[src/rtl/ps2_rx.sv]
// Purpose : PS/2 keyboard receiver; syncs and deglitches the pins, decodes 11-bit frames, emits scan-code bytes.
// Latency : pin edge to filtered edge SYNC_STAGES+FILTER_LEN cycles; valid rises 1 cycle after the filtered stop-bit fall.
// Backpr. : one-byte holding register; a good byte arriving while it is full and not being accepted is dropped (overflow).
//
// Ports:
//   clk, rst           system clock, synchronous active-high reset
//   ps2_clk, ps2_data  raw asynchronous PS/2 pins (idle high)
//   data, valid, ready received byte stream; data is stable while valid && !ready
//   parity_err         one-cycle pulse, frame dropped for bad (non-odd) parity
//   frame_err          one-cycle pulse, frame dropped for stop bit 0 or mid-frame timeout
//   overflow           one-cycle pulse, good byte dropped because the holding register was full
module ps2_rx #(
    parameter int SYNC_STAGES    = 2,
    parameter int FILTER_LEN     = 8,
    parameter int TIMEOUT_CYCLES = 100000
) (
    input  logic       clk,
    input  logic       rst,
    input  logic       ps2_clk,
    input  logic       ps2_data,
    output logic [7:0] data,
    output logic       valid,
    input  logic       ready,
    output logic       parity_err,
    output logic       frame_err,
    output logic       overflow
);

    localparam int FW = $clog2(FILTER_LEN + 1);
    localparam int TW = $clog2(TIMEOUT_CYCLES + 1);
    localparam logic [FW-1:0] FLAST = FW'(FILTER_LEN - 1);
    localparam logic [TW-1:0] TMAX  = TW'(TIMEOUT_CYCLES);

    localparam logic [1:0] S_IDLE   = 2'd0;
    localparam logic [1:0] S_DATA   = 2'd1;
    localparam logic [1:0] S_PARITY = 2'd2;
    localparam logic [1:0] S_STOP   = 2'd3;

    // ---------------- synchronisers (index 0 = clk line, 1 = data line)
    logic [SYNC_STAGES-1:0] clk_sync_q;
    logic [SYNC_STAGES-1:0] dat_sync_q;
    logic [1:0]             sync_lvl;

    always_ff @(posedge clk) begin
        if (rst) begin
            clk_sync_q <= '1;
            dat_sync_q <= '1;
        end else begin
            clk_sync_q <= {clk_sync_q[SYNC_STAGES-2:0], ps2_clk};
            dat_sync_q <= {dat_sync_q[SYNC_STAGES-2:0], ps2_data};
        end
    end

    assign sync_lvl = {dat_sync_q[SYNC_STAGES-1], clk_sync_q[SYNC_STAGES-1]};

    // ---------------- stability filters
    // The counter tracks how many consecutive cycles the synced level has
    // disagreed with the filtered level; any agreement restarts it, so a
    // pulse shorter than FILTER_LEN never reaches the filtered output.
    logic [1:0]    filt_q, filt_d;
    logic [FW-1:0] fcnt_q [2];
    logic [FW-1:0] fcnt_d [2];

    always_comb begin
        for (int i = 0; i < 2; i++) begin
            filt_d[i] = filt_q[i];
            fcnt_d[i] = '0;
            if (sync_lvl[i] != filt_q[i]) begin
                if (fcnt_q[i] == FLAST) begin
                    filt_d[i] = sync_lvl[i];
                end else begin
                    fcnt_d[i] = fcnt_q[i] + 1'b1;
                end
            end
        end
    end

    always_ff @(posedge clk) begin
        if (rst) begin
            filt_q <= 2'b11;
            for (int i = 0; i < 2; i++) fcnt_q[i] <= '0;
        end else begin
            filt_q <= filt_d;
            for (int i = 0; i < 2; i++) fcnt_q[i] <= fcnt_d[i];
        end
    end

    logic clk_prev_q;
    logic fall;
    logic dat_f;

    always_ff @(posedge clk) begin
        if (rst) clk_prev_q <= 1'b1;
        else     clk_prev_q <= filt_q[0];
    end

    assign fall  = clk_prev_q & ~filt_q[0];
    assign dat_f = filt_q[1];

    // ---------------- frame decoder and output register
    logic [1:0]    state_q, state_d;
    logic [2:0]    bit_cnt_q, bit_cnt_d;
    logic [7:0]    shreg_q, shreg_d;
    logic          par_q, par_d;
    logic [TW-1:0] tmo_q, tmo_d;
    logic [7:0]    data_q, data_d;
    logic          valid_q, valid_d;
    logic          pe_q, pe_d;
    logic          fe_q, fe_d;
    logic          ov_q, ov_d;

    always_comb begin
        state_d   = state_q;
        bit_cnt_d = bit_cnt_q;
        shreg_d   = shreg_q;
        par_d     = par_q;
        tmo_d     = tmo_q;
        data_d    = data_q;
        valid_d   = valid_q;
        pe_d      = 1'b0;
        fe_d      = 1'b0;
        ov_d      = 1'b0;

        if (valid_q && ready) valid_d = 1'b0;

        // Saturating inactivity counter, only meaningful mid-frame.
        if (state_q == S_IDLE || fall) tmo_d = '0;
        else if (tmo_q != TMAX)        tmo_d = tmo_q + 1'b1;

        if (fall) begin
            case (state_q)
                S_IDLE: begin
                    if (!dat_f) begin
                        state_d   = S_DATA;
                        bit_cnt_d = 3'd0;
                    end
                end
                S_DATA: begin
                    shreg_d   = {dat_f, shreg_q[7:1]};
                    bit_cnt_d = bit_cnt_q + 3'd1;
                    if (bit_cnt_q == 3'd7) state_d = S_PARITY;
                end
                S_PARITY: begin
                    par_d   = dat_f;
                    state_d = S_STOP;
                end
                default: begin
                    state_d = S_IDLE;
                    // Stop-bit failure takes precedence over parity failure.
                    if (!dat_f) begin
                        fe_d = 1'b1;
                    end else if (^{shreg_q, par_q} == 1'b0) begin
                        pe_d = 1'b1;
                    end else if (!valid_q || ready) begin
                        data_d  = shreg_q;
                        valid_d = 1'b1;
                    end else begin
                        ov_d = 1'b1;
                    end
                end
            endcase
        end else if (state_q != S_IDLE && tmo_q == TMAX) begin
            state_d = S_IDLE;
            fe_d    = 1'b1;
        end
    end

    always_ff @(posedge clk) begin
        if (rst) begin
            state_q   <= S_IDLE;
            bit_cnt_q <= '0;
            shreg_q   <= '0;
            par_q     <= 1'b0;
            tmo_q     <= '0;
            data_q    <= '0;
            valid_q   <= 1'b0;
            pe_q      <= 1'b0;
            fe_q      <= 1'b0;
            ov_q      <= 1'b0;
        end else begin
            state_q   <= state_d;
            bit_cnt_q <= bit_cnt_d;
            shreg_q   <= shreg_d;
            par_q     <= par_d;
            tmo_q     <= tmo_d;
            data_q    <= data_d;
            valid_q   <= valid_d;
            pe_q      <= pe_d;
            fe_q      <= fe_d;
            ov_q      <= ov_d;
        end
    end

    assign data       = data_q;
    assign valid      = valid_q;
    assign parity_err = pe_q;
    assign frame_err  = fe_q;
    assign overflow   = ov_q;

endmodule

[config.mk]
export PLATFORM = sky130hd
export DESIGN_NAME = ps2_rx
export DESIGN_NICKNAME = d
export VERILOG_FILES = /design/src/rtl/ps2_rx.sv
export SDC_FILE = /design/constraint.sdc
export NUM_CORES = 1
export LEC_CHECK = 0
export ABC_AREA = 1
export CAP_MARGIN = 20
export CORE_ASPECT_RATIO = 2
export CORE_MARGIN = 2
export CORE_UTILIZATION = 28
export CTS_CLUSTER_SIZE = 30
export DETAILED_ROUTE_END_ITERATION = 16
export HOLD_SLACK_MARGIN = 0.12
export PLACE_DENSITY_LB_ADDON = 0.1
export SLEW_MARGIN = 10
export SYNTH_ARGS = -nofsm -noshare
export SYNTH_HDL_FRONTEND = slang
export SYNTH_SLANG_ARGS = --single-unit
[constraint.sdc]
create_clock -name clk -period 2.4 [get_ports clk]
set_clock_uncertainty 0.1 [all_clocks]
set_input_delay 0.48 -clock clk [delete_from_list [all_inputs] [get_ports clk]]
set_output_delay 0.48 -clock clk [all_outputs]
set_load 0.05 [all_outputs]
After elaboration in Yosys (flattened, before gate mapping) --
Memories as Yosys holds them, arrays and structs flattened. Index checks and enable logic that the tools add are counted.
Operators by class: multiplexer cells 28, bitwise gates (word level) 8, equal/unequal tests 12, reduce and logical (&&, ||, !) cells 21, $add $sub $neg 4
Operators with widths (number):
- $mux W4 | 6
- $add A17 B1 Y17 const B | 1
- $eq A17 B17 Y1 const B | 1
- $ne A17 B17 Y1 const B | 1
- $mux W1 | 15
- $reduce_xor A9 Y1 | 1
- $add A4 B1 Y4 const B | 2
- $eq A4 B3 Y1 const B | 2
- $mux W2 | 4
- $reduce_and A2 Y1 | 4
- $reduce_or A7 Y1 | 1
- $ne A3 B3 Y1 const B | 2
- $pmux W2 S3 | 1
- $pmux W3 S2 | 1
- $reduce_and A3 Y1 | 2
- $reduce_bool A2 Y1 | 3
- $reduce_or A6 Y1 | 1
- $not A1 Y1 | 5
- $reduce_and A5 Y1 | 1
- $add A3 B1 Y3 const B | 1
- $eq A3 B3 Y1 const B | 1
- $mux W3 | 1
- $reduce_or A3 Y1 | 1
- $eq A2 B1 Y1 const B | 1
- 10 further kinds | 14
Word-level totals: RAM bits 8, memories kept 1, flip-flop bits (word level) 50
Memories:
- fcnt_q | words 2, width 4, rd ports 2, clocked after memory_dff 0, wr ports 2, RTL line 61 | logic [FW-1:0] fcnt_q [2];

Longest topological paths before layout --
depth after elaboration 7, gate-level depth with buffers 12

Worst setup path after synthesis --
No wires, ideal clock.
path type reg2reg, start point register state_q[0], end point register tmo_q[12], period minus slack after synthesis 1602 ps, data required time 2230 ps, path slack 798 ps, stages on the path, launching flop included 9, arrival time 1432 ps, library setup time 70 ps, cells stage by stage dfxtp_1 -> inv_1 -> ha_1 -> nor2_1 -> inv_1 -> nor2_1 -> buf_1 -> o21ai_0 -> a21oi_1
On the way: longest elaborated chain between the ends 3
RTL lines:
- from (decl) | RTL line 101 | logic [1:0] state_q, state_d;
- from (signal assigned) | RTL line 181 | state_q <= state_d;
- $logic_not A2 Y1 | RTL line 127 | if (state_q == S_IDLE || fall) tmo_d = '0;
- $logic_or A1 B1 Y1 | RTL line 127
- $reduce_or A2 Y1 (no line)
- to (signal assigned) | RTL line 185 | tmo_q <= tmo_d;
- to (decl) | RTL line 105 | logic [TW-1:0] tmo_q, tmo_d;
No other way between the ends. A chain may end at the register's enable or synchronous reset.

Final worst setup path --
start point register data_q[7] (netlist: data[7]), end point output port data[7]
RTL lines:
- from (decl) | RTL line 106 | logic [7:0] data_q, data_d;
- from (signal assigned) | RTL line 186 | data_q <= data_d;
- to (decl) | RTL line 21 | output logic [7:0] data,
No word-level cell between the ends.

==> flow_summary.toml <==
[logic_synthesis]
synthFlopType = "dfxtp_1"
synth.avg_cell_area_um2 = 7.222
synth_fp_nets = 379
yosys-top-cells-count = "nand2_1 (78), dfxtp_1 (58), nor2_1 (53)"
syn_area_um2 = 2629
ys_ff_latch = 58
async_flop_share_pct = 0
yosys_warnings = 0
synth_cell_types = 26
yosys.area.top_type_share_pct = 44.17
synth-edff-count = 0
yosys.area.top_type = "dfxtp_1"
synthTopCellsByArea = "dfxtp_1 (44%), nand2_1 (11%), nor2_1 (7.6%)"
synthCells = 364
yosysMostFrequentCell = "nand2_1"
seq_area_frac_synth_pct = 44.17

[final_layout]
diodes = 0
layout-drive-gt1-share_pct = 9.114
num-nets-final = 405
areaGrowthSynthToFinish_pct = 22.18
layoutNonFillerInstCount = 499
final_util_pct = 34.69

[clock_tree]
cts_max_path_buffers = 2
cts-htree-levels = 3
tritoncts = "yes"
clk_latency_ps = 330
ctsHoldBuffers = 0
path_clk_slew_ps = 60
post_cts_resized = 0
cts_root_buf = "clkbuf_16"
cts_setup_buffers = 0
clock-sinks = 58
numCtsBuffers = 9

[pwr]
p_leak_uw = 0.001284
combPwrFrac_pct = 1.3
pwr-share-seq_pct = 44.3
switching_power_uw = 481.5
ir_worst_vdd_v = 0.0003431
internal_power_uw = 1705
swShare_pct = 22.02
p_per_area_nw_per_um2 = 680.9
p_clk_share_pct = 54.4

[floorplanning]
ios = 17
die-area_um2 = 10230
coreArea_um2 = 9259
start_util_pct = 28.39
die_w_um = 72.52
fp-row-count = 50
dieHeight_um = 141.0

[min_path]
hp-class = "reg2reg"

[place]
pre_cts_slack_ps = 383.9
hpwl_mm = 4.700
portBuffers = 16
gp_congestion = 0.7972
dp_cells = 483

[timing]
hold_violations = 0
min_period_over_period_pct = 86.20
setup_viol = 0
tns_ps = 0
worst_slew_margin_rel_pct = 65.92
worstMarginPinSlew_ps = 509.5
holdWs_ps = 304.5
fmax_mhz = 483.4
setup_slack_ps = 331.1
rsz0062_at_grt = "false"
finalMaxSlewViolations = 0
min_period_ps = 2069

[grt]
grt-ovfl-total = 0
grt_max_degree = 20
grt_pass1_vias = 2321
grt.total_usage_pct = 13.80
antenna_found_initial = 0
grt_pass1_wl_mm = 10.54

[setup_path]
crit_path_cell_trace = "clkdlybuf4s50_1"
path_class = "reg2out"
endpoint_kind = "output pin"
cp_slowest_stage_delay_ps = 810
crit_fanout = 2
worstSetupStartpointType = "flop"
cp_data_required_time_ps = 1820
crit_slowest_cell = "clkdlybuf4s50_1"
cp.buffers_inverters = 1
cp.arrival_ps = 1490
crit_family = "buffers and inverters"

[drt]
route.vias.total = 2285
drt_first_iter_violations = 97
dr.pass1.iters = 4
viasPerCell = 4.579
drt_wl_total_mm = 6.166
post_drt_wl_per_cell_um = 12.36
ant_nets = 0
drc = 0

[job]
drv_cap = 0

[outcome]
status = "finished clean"
[final cells by class]
class	instances	area [um2]
clock buffer	10	239.0
clock inverter	6	42.54
fill	1017	6047
inverter	49	185.2
multi-input combinational	252	1264
sequential	58	1161
tap	104	130.1
timing repair buffer	20	190.2
[through the flow]
| step | area [um2] | total power [uW] |
|---|---|---|
| 2_1_floorplan | 2629 | 1005 |
| 6_report | 3212 | 2187 |
| 5_1_grt | 3212 | 2267 |
| 3_3_place_gp | 2930 | 1019 |
| 4_1_cts | 3212 | 2227 |
| 3_5_place_dp | 2930 | 1019 |
[power by group through the flow]
| stage | Combinational [uW] | Clock, uW | Sequential [uW] |
|---|---|---|---|
| floorplan | 15.1 | 0 | 990 |
| global placement | 28.5 | 0 | 990 |
| detailed placement | 28.6 | 0 | 990 |
| CTS | 28.8 | 1230 | 969 |
| global route | 31.7 | 1270 | 969 |
| finish | 28.1 | 1190 | 970 |
[cells by family (layout without fill, tap and decap cells)]
| family | count (synthesis) | after routing | share of synthesized area (%) |
|---|---|---|---|
| xor gates and xnor gates | 3 | 3 | 0.9997 |
| adders and majority gates | 10 | 10 | 4.760 |
| buffers and inverters | 54 | 85 | 7.758 |
| and+or+nand+nor | 175 | 175 | 29.22 |
| DFF | 58 | 58 | 44.17 |
| AOI/OAI and AO/OA | 64 | 64 | 13.09 |
[final timing paths]
path | start | endpoint | slack (ps) | cells past startpoint
setup / recovery | data[7]$_SDFFE_PP0P_ | data[7] | 330 | 1
hold / removal | clk_sync_q[0]$_SDFF_PP1_ | clk_sync_q[1]$_SDFF_PP1_ | 300 | 1
setup reg to reg | tmo_q[1]$_SDFFE_PP0P_ | tmo_q[14]$_SDFFE_PP0P_ | 520 | 10
hold reg to reg | clk_sync_q[0]$_SDFF_PP1_ | clk_sync_q[1]$_SDFF_PP1_ | 300 | 1
[state kept, by name, indices dropped and copies added (netlist names), 2 cells and up]
name,cells
bit_cnt_q,3
state_q,2
data,8
dat_sync_q,2
clk_sync_q,2
tmo_q,17
shreg_q,8
filt_q,2
fcnt_q,8
[cells in the final DEF (no fill, tap or decap)]
master and n:
nand2_2 5, or2_2 4, o211ai_1 2, clkdlybuf4s50_1 16, dfxtp_1 58, nand3_2 1
nand4_1 11, a211o_1 3, a21oi_1 29, clkinv_4 2, nor3_2 2, clkbuf_8 1
clkbuf_16 9, nor2_1 53, nand2_1 78, o211a_1 1, a22oi_1 1, buf_4 4
clkinv_2 3, inv_1 46, nor3_1 2, xnor2_1 1, nor2_4 1, nand3_1 14
xor2_1 2, clkinvlp_4 2, nor3b_1 4, inv_2 2, ha_1 10, o21ai_0 28
[routing by layer]
layer / vias up / part of all wire [%] / GRT usage, %
met5: - / 0 / 0
met4: 0 / 3.3 / 9.064
met3: 15 / 2.3 / 3.431
met2: 22 / 57 / 25.49
met1: 1026 / 38 / 12.82
li1: 1222 / - / -
Note: power is estimated with default switching activity, not from simulation.
